==> config.mk <==
export PLATFORM = sky130hd
export DESIGN_NAME = gpio_in_filter
export DESIGN_NICKNAME = d
export VERILOG_FILES = /design/src/rtl/gpio_in_filter_pkg.sv /design/src/rtl/gpio_in_filter_chan.sv /design/src/rtl/gpio_in_filter.sv
export SDC_FILE = /design/constraint.sdc
export NUM_CORES = 1
export LEC_CHECK = 0
export ABC_AREA = 0
export BUFFER_PORTS_ARGS = -buffer_cell sky130_fd_sc_hd__buf_2
export CAP_MARGIN = 20
export CELL_PAD_IN_SITES_DETAIL_PLACEMENT = 0
export CELL_PAD_IN_SITES_GLOBAL_PLACEMENT = 2
export CORE_AREA = 2 2 133 135
export CTS_BUF_LIST = sky130_fd_sc_hd__clkbuf_2
export DETAILED_ROUTE_END_ITERATION = 16
export DIE_AREA = 0 0 135 137
export PLACE_DENSITY = 0.8
export SYNTH_ARGS = -nofsm -noshare
export SYNTH_HDL_FRONTEND = slang
export SYNTH_SLANG_ARGS = --single-unit
==> constraint.sdc <==
create_clock -name clk -period 2.2 [get_ports clk]
set_input_delay 0.44 -clock clk [delete_from_list [all_inputs] [get_ports clk]]
set_output_delay 0.44 -clock clk [all_outputs]
set_load 0.05 [all_outputs]
==> src/rtl/gpio_in_filter_pkg.sv <==
`default_nettype none
// ============================================================================
// Module      : gpio_in_filter_pkg
// Description : Shared defaults and helpers for the GPIO input filter.
// Revision    : 1.0 - initial release
// ============================================================================
package gpio_in_filter_pkg;

    // Default number of pad inputs handled by one filter instance.
    localparam int N_PADS_DEF     = 11;
    // Default debounce counter width; stable period is 2**DB_W - 1 ticks.
    localparam int DB_W_DEF       = 4;
    // Default width of the debounce tick prescaler.
    localparam int PRESCALE_W_DEF = 8;

    // Terminal debounce count: reaching it on a tick commits the new level,
    // so a level must disagree for (DB_MAX + 1) consecutive ticks.
    function automatic int db_max(input int db_w);
        return (1 << db_w) - 2;
    endfunction

endpackage : gpio_in_filter_pkg
`default_nettype wire

==> src/rtl/gpio_in_filter_chan.sv <==
`default_nettype none
// ============================================================================
// Module      : gpio_in_filter_chan
// Description : One pad channel: 2-flop synchroniser, optional debounce,
//               filtered level and sticky rise/fall edge flags.
// Revision    : 1.0 - initial release
// ============================================================================
module gpio_in_filter_chan
    import gpio_in_filter_pkg::*;
#(
    parameter int DB_W = DB_W_DEF
) (
    input  logic clk,
    input  logic rst_n,
    input  logic pad,
    input  logic tick,
    input  logic db_en,
    input  logic clr_rise,
    input  logic clr_fall,
    output logic level,
    output logic rise,
    output logic fall
);

    localparam logic [DB_W-1:0] c_db_max  = DB_W'(db_max(DB_W));
    localparam logic [DB_W-1:0] c_cnt_one = DB_W'(1);

    logic            r_sync1;
    logic            r_sync2;
    logic [DB_W-1:0] r_cnt;
    logic            r_level;
    logic            r_level_d;
    logic            r_rise;
    logic            r_fall;

    // Two-stage synchroniser for the asynchronous pad input.
    always_ff @(posedge clk or negedge rst_n) begin
        if (!rst_n) begin
            r_sync1 <= 1'b0;
            r_sync2 <= 1'b0;
        end else begin
            r_sync1 <= pad;
            r_sync2 <= r_sync1;
        end
    end

    // Debounce: the synchronised value must disagree with the current level
    // on DB_MAX+1 consecutive ticks before it is committed. With debounce off
    // the counter is parked at zero, so re-enabling starts a fresh count.
    always_ff @(posedge clk or negedge rst_n) begin
        if (!rst_n) begin
            r_cnt   <= '0;
            r_level <= 1'b0;
        end else if (!db_en) begin
            r_cnt   <= '0;
            r_level <= r_sync2;
        end else if (r_sync2 == r_level) begin
            r_cnt   <= '0;
        end else if (tick) begin
            if (r_cnt == c_db_max) begin
                r_level <= r_sync2;
                r_cnt   <= '0;
            end else begin
                r_cnt   <= r_cnt + c_cnt_one;
            end
        end
    end

    // Sticky edge flags, set one cycle after the level moves; a set in the
    // same cycle as a clear pulse wins so no edge is ever lost.
    always_ff @(posedge clk or negedge rst_n) begin
        if (!rst_n) begin
            r_level_d <= 1'b0;
            r_rise    <= 1'b0;
            r_fall    <= 1'b0;
        end else begin
            r_level_d <= r_level;
            r_rise    <= (r_level & ~r_level_d) | (r_rise & ~clr_rise);
            r_fall    <= (~r_level & r_level_d) | (r_fall & ~clr_fall);
        end
    end

    assign level = r_level;
    assign rise  = r_rise;
    assign fall  = r_fall;

endmodule : gpio_in_filter_chan
`default_nettype wire

==> src/rtl/gpio_in_filter.sv <==
`default_nettype none
// ============================================================================
// Module      : gpio_in_filter
// Description : Pad input conditioning: per-pin synchronise/debounce, edge
//               detection with sticky flags and a masked registered irq.
// Revision    : 1.0 - initial release
// ============================================================================
module gpio_in_filter
    import gpio_in_filter_pkg::*;
#(
    parameter int N_PADS     = N_PADS_DEF,
    parameter int DB_W       = DB_W_DEF,
    parameter int PRESCALE_W = PRESCALE_W_DEF
) (
    input  logic                  clk,
    input  logic                  rst_n,
    input  logic [N_PADS-1:0]     padin,
    input  logic [PRESCALE_W-1:0] cfg_prescale,
    input  logic [N_PADS-1:0]     cfg_db_en,
    input  logic [N_PADS-1:0]     cfg_rise_en,
    input  logic [N_PADS-1:0]     cfg_fall_en,
    input  logic [N_PADS-1:0]     clr_rise,
    input  logic [N_PADS-1:0]     clr_fall,
    output logic [N_PADS-1:0]     in_o,
    output logic [N_PADS-1:0]     rise_o,
    output logic [N_PADS-1:0]     fall_o,
    output logic                  irq
);

    localparam logic [PRESCALE_W-1:0] c_presc_one = PRESCALE_W'(1);

    logic [PRESCALE_W-1:0] r_presc;
    logic                  w_tick;
    logic                  r_irq;

    // The tick fires while the down-counter sits at zero; coming out of
    // reset that means the very first cycle is a tick.
    assign w_tick = (r_presc == '0);

    // Prescaler down-counter; cfg_prescale is only sampled on reload.
    always_ff @(posedge clk or negedge rst_n) begin
        if (!rst_n) begin
            r_presc <= '0;
        end else if (w_tick) begin
            r_presc <= cfg_prescale;
        end else begin
            r_presc <= r_presc - c_presc_one;
        end
    end

    generate
        for (genvar gi = 0; gi < N_PADS; gi++) begin : g_chan
            gpio_in_filter_chan #(
                .DB_W     (DB_W)
            ) u_chan (
                .clk      (clk),
                .rst_n    (rst_n),
                .pad      (padin[gi]),
                .tick     (w_tick),
                .db_en    (cfg_db_en[gi]),
                .clr_rise (clr_rise[gi]),
                .clr_fall (clr_fall[gi]),
                .level    (in_o[gi]),
                .rise     (rise_o[gi]),
                .fall     (fall_o[gi])
            );
        end
    endgenerate

    // Registered interrupt: any flag whose enable is set; masking only
    // affects irq, the flags themselves are left untouched.
    always_ff @(posedge clk or negedge rst_n) begin
        if (!rst_n) begin
            r_irq <= 1'b0;
        end else begin
            r_irq <= |((rise_o & cfg_rise_en) | (fall_o & cfg_fall_en));
        end
    end

    assign irq = r_irq;

endmodule : gpio_in_filter
`default_nettype wire
# [Word-level counts from Yosys, hierarchy flattened]
# Index checks and enable logic that the tools add are counted.
[op_classes] n_addsub=12 mul=0 n_div=0 magnitude_cmp=0 n_eq_ne=66 shift=0 n_mux=89 bitwise=113 n_reduce_logical=13
[op_table] op="2-to-1 mux 4 bit" n=44
[op_table] op="adder 4 x 1 -> 4 bit, second input constant" n=11
[op_table] op="bitwise AND 1 bit" n=44
[op_table] op="== test 4 bit, second input constant" n=11
[op_table] op="2-to-1 mux 1 bit" n=44
[op_table] op="inequality test 2 x 1 -> 1 bit, second input constant" n=22
[op_table] op="inverter 1 bit" n=44
[op_table] op="inequality test 3 x 1 -> 1 bit, second input constant" n=11
[op_table] op="AND reduction 3 bit" n=11
[op_table] op="bitwise AND 11 bit" n=2
[op_table] op="inequality test 2 bit, second input constant" n=11
[op_table] op="bitwise OR 1 bit" n=22
[op_table] op="== test 1 bit" n=11
[op_table] op="bitwise OR 11 bit" n=1
[op_table] op="OR reduction 11 bit" n=1
[op_table] op="logical NOT 8 bit" n=1
[op_table] op="2-to-1 mux 8 bit" n=1
[op_table] op="subtractor 8 x 1 -> 8 bit, second input constant" n=1
[word_totals] register_bits=119 latchBits=0 ramBits=0 rom_bits=0 memories=0

# [Depth between registers and ports, before layout]
# Gate-level depths: netlist of run 1.
[depth] word_depth=5 mapped_depth=9 depth_no_buf=6

# [Modules after synthesis]
# Synthesis of run 1 repeated with hierarchy kept, for this count alone.
[hier_totals] hier_cells=500 hier_area_um2=5502.8
[modules_own_cells] module="gpio_in_filter_chan at g_chan[10].u_chan ..." n_inst=10 cells_per_inst=40 area_each_um2=449.2
[modules_own_cells] module="gpio_in_filter" n_inst=1 cells_per_inst=60 area_each_um2=575.6
[modules_own_cells] module="gpio_in_filter_chan at g_chan[0].u_chan" n_inst=1 cells_per_inst=40 area_each_um2=435.4

# [Worst setup path after synthesis of run 1]
# Ideal clock, no wire load.
[synth_timing] kind="register -> register" start="reg r_presc[3]" end="reg g_chan[3].u_chan.r_level" arrival_time_ns=2.017 required_ns=2.075 slack_ns=0.058 path_stages_with_launch=7 path_buffers=2 cell_sequence="dfrtp_1 -> or4_4 -> or3_1 -> buf_6 -> buf_6 -> o21ai_1 -> mux2_2"
[synth_via] elab_chain_len=3
[synth_rtl] item="from (decl)" line="gpio_in_filter.sv:32" text="logic [PRESCALE_W-1:0] r_presc;"
[synth_rtl] item="from (signal assigned)" line="gpio_in_filter.sv:45" text="r_presc <= cfg_prescale;"
[synth_rtl] item="from (signal assigned)" line="gpio_in_filter.sv:47" text="r_presc <= r_presc - c_presc_one;"
[synth_rtl] item="logical NOT 8 bit" line="gpio_in_filter.sv:38" text="assign w_tick = (r_presc == '0);"
[synth_rtl] item="inequality test 2 x 1 -> 1 bit (no source line)"
[synth_rtl] item="AND reduction 3 bit (no source line)"
[synth_rtl] item="to (signal assigned)" line="gpio_in_filter_chan.sv:56" text="r_level <= r_sync2;"
[synth_rtl] item="to (signal assigned)" line="gpio_in_filter_chan.sv:61" text="r_level <= r_sync2;"
[synth_rtl] item="to (decl)" line="gpio_in_filter_chan.sv:31" text="logic r_level;"
# Every way passes these cells.
# A chain may end at the register's enable or synchronous reset.

# [Worst setup path in the final report of run 1]
[layout_timing] start="reg r_presc[3]" end="reg g_chan[4].u_chan.r_cnt[1]"
[layout_via] elab_chain_len=2
[layout_rtl] item="logical NOT 8 bit" line="gpio_in_filter.sv:38"
[layout_rtl] item="inequality test 3 x 1 -> 1 bit (no source line)"
[layout_rtl] item="to (signal assigned)" line="gpio_in_filter_chan.sv:64" text="r_cnt <= r_cnt + c_cnt_one;"
[layout_rtl] item="to (decl)" line="gpio_in_filter_chan.sv:30" text="logic [DB_W-1:0] r_cnt;"
# Every way passes these cells.

==> impl_metrics.tcl, run 1 <==
set metrics [dict create \
    final_max_slew_viol_count 0 \
    fmax_mhz 466 \
    ys_seq_area_frac 0.537 \
    combPwrFrac 0.207 \
    design_area_um2 7010 \
    grt.overflow.total 0 \
    post-route-drc-count 0 \
    first_iter_violations 193 \
    hold_violations 0 \
    antenna_found_initial 1 \
    grt_pass1_vias 4075 \
    syn_avg_cell_area_um2 10.5 \
    clk_pin_slew_worst_paths_ns 0.18 \
    dieArea_um2 18500 \
    maxSlewHeadroom 0.533 \
    drtPass1Iterations 4 \
    via_count 4243 \
    cp.required_ns 2.80 \
    ys_ff_latch 119 \
    chipHeight_um 137 \
    crit_chain "or4_4 > or3_4 > buf_12 > or3_1 > a21oi_2" \
    fin_crit_sh 0.976 \
    end_kind "flip-flop" \
    critPathTopFamily "simple AND/OR/NAND/NOR gates" \
    numCtsBuffers 17 \
    routed_wl_mm 11.9 \
    crit_type "reg -> reg" \
    core.rowCount 48 \
    final_core_util 0.411 \
    crit_buf_inv 1 \
    die_w_um 135 \
    clockRootBuffer "clkbuf_2" \
    placedInstanceArea_um2 6210 \
    grt_max_degree 120 \
    worst_slew_pin_slew_ns 0.701 \
    io_pins 110 \
    p_sw_w 0.00166 \
    place_congestion 0.730 \
    instances_no_fill 918 \
    worstPathMaxFanout 41 \
    initial_core_util 0.325 \
    worstHoldPathType "in -> reg" \
    placed_cells 829 \
    critPathMaxStageDelay_ns 0.54 \
    vias_per_cell 4.62 \
    final_nets 778 \
    wl_per_cell_um 12.9 \
    drive_gt1_frac 0.246 \
    worstPathArrival_ns 2.75 \
    synthCells 526 \
    cts_tree "yes" \
    fin_tns_setup_ns 0 \
    track_usage 0.133 \
    yosys_warnings 0 \
    port_buffers 109 \
    run_status "finished, final reports clean" \
    clock_path_buffers 2 \
    setup_viol 0 \
    synthDistinctLibCells 37 \
    fin_skew_ns 0.0275 \
    ant_nets 0 \
    clock_sinks 119 \
    core_area_um2 17100 \
    syn_nets 626 \
    powerDensity_nw_per_um2 710 \
    max-vdd-ir-drop_v 0.000262 \
    clock_power_share 0.284 \
    crit_slowest_cell "or4_4" \
    pwr-share-seq 0.510 \
    clk_latency_ns 0.68 \
    syn_area_um2 5540 \
    cellLeakagePower_nw 3.21 \
    start_kind "flip-flop" \
    grt_pass1_wl_mm 19.2 \
    internal-power_w 0.00331 \
    htreeDepth 4 \
    rrSetupSlack_ns 0.05 \
    fin_crit_ns 2.15 \
    max-cap-violations 0 \
    area_delta_synth_final_pct 26.5 \
    dp_hpwl_mm 7.90 \
    switching_share 0.334 \
]
==> stage by stage <==
step / hold WS, ns / setup WS (ns) / power (W)
5_1_grt: 0.0315 / -0.00451 / 0.00526
3_5_place_dp: 0.336 / -0.140 / 0.00352
2_1_floorplan: 0.144 / 0.0578 / 0.00326
4_1_cts: 0.00612 / 0.0499 / 0.00505
3_3_place_gp: 0.332 / -0.0693 / 0.00350
6_report: 0.106 / 0.0520 / 0.00497
==> path summary, 6_finish.rpt <==
check,start,end,depth (start not counted)
hold / removal,cfg_db_en[1],g_chan[1].u_chan.r_cnt[0],3
hold reg to reg,g_chan[10].u_chan.r_sync1,g_chan[10].u_chan.r_sync2,0
setup reg to reg,r_presc[3],g_chan[4].u_chan.r_cnt[1],5
min in group asynchronous,rst_n,g_chan[6].u_chan.r_sync2,3
max in group asynchronous,rst_n,g_chan[0].u_chan.r_sync1,3
setup / recovery,r_presc[3],g_chan[4].u_chan.r_cnt[1],5
==> layout by cell type, fill, tap and decap left out, drive strengths merged, types with 17 or more instances in the layout <==
cell,Yosys,routed
buf,41,124
dfrtp,119,119
dlygate4sd3,0,54
inv,47,49
a21oi,45,45
nand2,38,38
o21ai,34,34
or3,25,25
ha,24,24
clkbuf,4,18
nor2,17,17
==> worst reg2reg max path, cell delays in order, from the launching register on <==
cell and delay [ns]:
dfrtp_1 0.42, or4_4 0.54, or3_4 0.42, buf_12 0.18, or3_1 0.38, a21oi_2 0.15
==> area by class of cell <==
class | count | area [um2]
Clock buffer | 18 | 90.1
Timing Repair Buffer | 178 | 1250
Tap cell | 225 | 282
Fill cell | 1685 | 10000
Inverter | 47 | 176
Clock inverter | 14 | 151
Antenna cell | 2 | 5.00
Multi-Input combinational cell | 315 | 2070
Sequential cell | 119 | 2980
==> synthesized netlist by cell type, drive strengths merged <==
| master | count | area, um2 |
|---|---|---|
| nand3 | 15 | 75.1 |
| nor2 | 17 | 63.8 |
| or4 | 1 | 11.3 |
| xor2 | 13 | 114 |
| buf | 41 | 313 |
| o31ai | 2 | 15.0 |
| dfrtp | 119 | 2980 |
| nand4b | 3 | 26.3 |
| a21boi | 7 | 52.6 |
| a211o | 1 | 8.76 |
| and4 | 1 | 8.76 |
| nor3 | 5 | 30.0 |
| a22oi | 4 | 30.0 |
| xnor2 | 2 | 17.5 |
| clkbuf | 4 | 15.0 |
| ha | 24 | 300 |
| nand3b | 11 | 82.6 |
| a21oi | 45 | 225 |
| mux2 | 11 | 124 |
| and3 | 11 | 68.8 |
| nor2b | 7 | 43.8 |
| a311oi | 2 | 17.5 |
| o22ai | 11 | 68.8 |
| nand2b | 1 | 6.26 |
| nand2 | 38 | 143 |
| or3 | 25 | 156 |
| inv | 47 | 176 |
| a221oi | 4 | 35.0 |
| a22o | 15 | 131 |
| o21ai | 34 | 170 |
| and2 | 3 | 18.8 |
| nand4 | 1 | 6.26 |
| a41oi | 1 | 8.76 |
==> state kept, by name, summed over array words and instances, names as in the netlist <==
name and count:
g_chan.u_chan.fall 11, g_chan.u_chan.level 11, irq 1, g_chan.u_chan.r_level_d 11, r_presc 8, g_chan.u_chan.rise 11
g_chan.u_chan.r_sync1 11, g_chan.u_chan.r_sync2 11, g_chan.u_chan.r_cnt 44
==> kinds of logic (layout without fill, tap and decap cells) <==
group / count (synthesis) / count (layout) / synth area share
AOI/OAI and AO/OA: 126 / 126 / 0.138
xor gates and xnor gates: 15 / 15 / 0.0237
adders and majority gates: 24 / 24 / 0.0542
buffers and inverters: 92 / 257 / 0.0910
DFF: 119 / 119 / 0.537
muxes: 11 / 11 / 0.0224
other: 0 / 2 / 0
and+or+nand+nor: 139 / 139 / 0.134
==> metal layers <==
metal | vias to the layer above | share of wire | track usage
met2 | 102 | 0.46 | 0.207
li1 | 2099 | - | -
met5 | - | 0 | 0
met1 | 2027 | 0.48 | 0.174
met4 | 0 | 0.016 | 0.0602
met3 | 15 | 0.043 | 0.0344
==> repair_timing <==
action / 4_1_cts / 5_1_grt
hold buffers: 54 / 0
pin swaps: 0 / 0
hold endpoints to repair: 196 / 0
endpoints found under the setup margin: 27 / 3
resized for setup: 2 / 1
buffers inserted: 0 / 1
==> power by group through the flow <==
stage | Sequential (W) | Combinational (W) | Clock, W
2_1_floorplan | 0.00254 | 0.000716 | 0
3_3_place_gp | 0.00257 | 0.000935 | 0
3_5_place_dp | 0.00258 | 0.000944 | 0
4_1_cts | 0.00254 | 0.00103 | 0.00149
5_1_grt | 0.00256 | 0.00112 | 0.00157
6_report | 0.00253 | 0.00103 | 0.00141
No activity file was read; power rests on OpenSTA's default activity.
==> inputs of run 2 (changes only) <==
--- a/config.mk
+++ b/config.mk
@@ -14,6 +14,7 @@
 export CTS_BUF_LIST = sky130_fd_sc_hd__clkbuf_2
 export DETAILED_ROUTE_END_ITERATION = 16
 export DIE_AREA = 0 0 135 137
+export MAX_ROUTING_LAYER = met4
 export PLACE_DENSITY = 0.8
 export SYNTH_ARGS = -nofsm -noshare
 export SYNTH_HDL_FRONTEND = slang
==> run 2 against run 1 <==
  * Largest cell class unchanged
  * Core utilization hardly changed
  * Die area is the same
  * Maximum frequency hardly changed
  * Non-clock buffer count stayed put
==> impl_metrics.tcl, run 2 (same netlist as run 1, synthesis figures left out) <==
set metrics [dict create \
    run_status "finished, final reports clean" \
    initial_core_util 0.325 \
    numCtsBuffers 17 \
    grt_pass1_wl_mm 19.3 \
    track_usage 0.137 \
    clk_latency_ns 0.68 \
    chipHeight_um 137 \
    clockRootBuffer "clkbuf_2" \
    clock_path_buffers 2 \
    worstHoldPathType "in -> reg" \
    layout_common_cells "dfrtp_1, buf_2, dlygate4sd3_1, inv_1, a21oi_1" \
    clk_pin_slew_worst_paths_ns 0.19 \
    powerDensity_nw_per_um2 711 \
    core_area_um2 17100 \
    dieArea_um2 18500 \
    internal-power_w 0.00331 \
    pwr-share-seq 0.509 \
    placedInstanceArea_um2 6210 \
    area_delta_synth_final_pct 26.4 \
    final_core_util 0.411 \
    max-vdd-ir-drop_v 0.000262 \
    die_w_um 135 \
    drtPass1Iterations 4 \
    hold_start "cfg_db_en[1]" \
    hold_violations 0 \
    combPwrFrac 0.206 \
    r2r-end "g_chan[4].u_chan.r_cnt[1]" \
    post-route-drc-count 0 \
    cellLeakagePower_nw 3.21 \
    grt.overflow.total 0 \
    switching_share 0.335 \
    crit_type "reg -> reg" \
    startpoint "r_presc[3]" \
    grt_pass1_vias 4065 \
    final_common_cell "dfrtp_1" \
    cts_tree "yes" \
    top_register "g_chan.u_chan.r_cnt" \
    largest_register_ffs 44 \
    worst_slew_pin_slew_ns 0.679 \
    antenna_found_initial 1 \
    start_kind "flip-flop" \
    clock_sinks 119 \
    htreeDepth 4 \
    fmax_mhz 466 \
    end_kind "flip-flop" \
    fin_skew_ns 0.0279 \
    clock_power_share 0.285 \
    dp_slack_ns -0.140 \
    core.rowCount 48 \
    first_iter_violations 197 \
    via_count 4248 \
    fillers 1685 \
    drive_gt1_frac 0.246 \
    worstPathMaxFanout 41 \
    routed_wl_mm 11.9 \
    rrSetupSlack_ns 0.05 \
    maxSlewHeadroom 0.547 \
    cp.required_ns 2.80 \
    grt_max_degree 120 \
    place_congestion 0.739 \
    setup_viol 0 \
    fin_tns_setup_ns 0 \
    final_nets 778 \
    setup_slack_ns 0.0533 \
    design_area_um2 7010 \
    final_max_slew_viol_count 0 \
    port_buffers 109 \
    p_sw_w 0.00167 \
    holdWs_ns 0.0932 \
    reg2reg_depth 5 \
    dp_hpwl_mm 7.90 \
    endpoint "g_chan[4].u_chan.r_cnt[1]" \
    r2r_start "r_presc[3]" \
    fin_crit_ns 2.15 \
    wl_per_cell_um 13.0 \
    io_pins 110 \
    ant_nets 0 \
    rsz0062_at_grt "false" \
    fin_crit_sh 0.976 \
    vias_per_cell 4.63 \
    max-cap-violations 0 \
    worstPathArrival_ns 2.75 \
]
[run 2: cell types whose count changed in the layout (fill, tap and decap cells not counted), sizes merged]
cell	before	now
diode	2	1
[run 2: worst min path at each step]
stage	endpoint	slack, ns	cells after the start
after global placement	g_chan[8].u_chan.r_sync2	0.33	0
after detailed placement	g_chan[9].u_chan.r_sync2	0.34	0
after global routing	g_chan[1].u_chan.r_cnt[2]	0.03	3
after CTS	r_presc[6]	0.006	3
final	g_chan[1].u_chan.r_cnt[0]	0.09	3
after floorplan	g_chan[0].u_chan.fall	0.14	0
[run 2: critical path: stages (launching register included)]
cell     delay, ns
dfrtp_1       0.42
or4_4         0.54
or3_4         0.42
buf_12        0.18
or3_1         0.37
a21oi_2       0.15
[run 2: power groups by stage]
stage          clock, W  sequential, W  combinational [W]
6_report        0.00142        0.00253            0.00103
5_1_grt         0.00158        0.00256            0.00112
4_1_cts         0.00149        0.00254            0.00103
3_5_place_dp          0        0.00258           0.000944
3_3_place_gp          0        0.00257           0.000935
2_1_floorplan         0        0.00254           0.000716
[run 2: through the flow]
stage | instances | power (W)
after floorplan | 526 | 0.00326
after global placement | 829 | 0.00350
after detailed placement | 829 | 0.00352
after CTS | 915 | 0.00505
after global routing | 917 | 0.00527
final | 917 | 0.00498
[run 2: timing repair]
item / in CTS / in global routing
endpoints found under the hold margin: 196 / 0
hold buffers: 54 / 0
resized for setup: 2 / 1
buffers inserted: 0 / 1
setup endpoints to repair: 27 / 3
[run 2: final cells by class]
class / instances / area, um2 / share of cell area
sequential: 119 / 2980 / 0.425
timing repair buffer: 178 / 1250 / 0.179
inverter: 47 / 176 / 0.0252
multi-input combinational: 315 / 2070 / 0.296
clock inverter: 14 / 151 / 0.0216
tap: 225 / 282 / 0.0402
clock buffer: 18 / 90.1 / 0.0129
antenna: 1 / 2.50 / 0.000357
[run 2: per-layer routing]
metal | wire length [um] | GRT usage
met3 | 542 | 0.0344
met2 | 5410 | 0.208
met5 | 0 | -
met4 | 193 | 0.0602
met1 | 5730 | 0.174
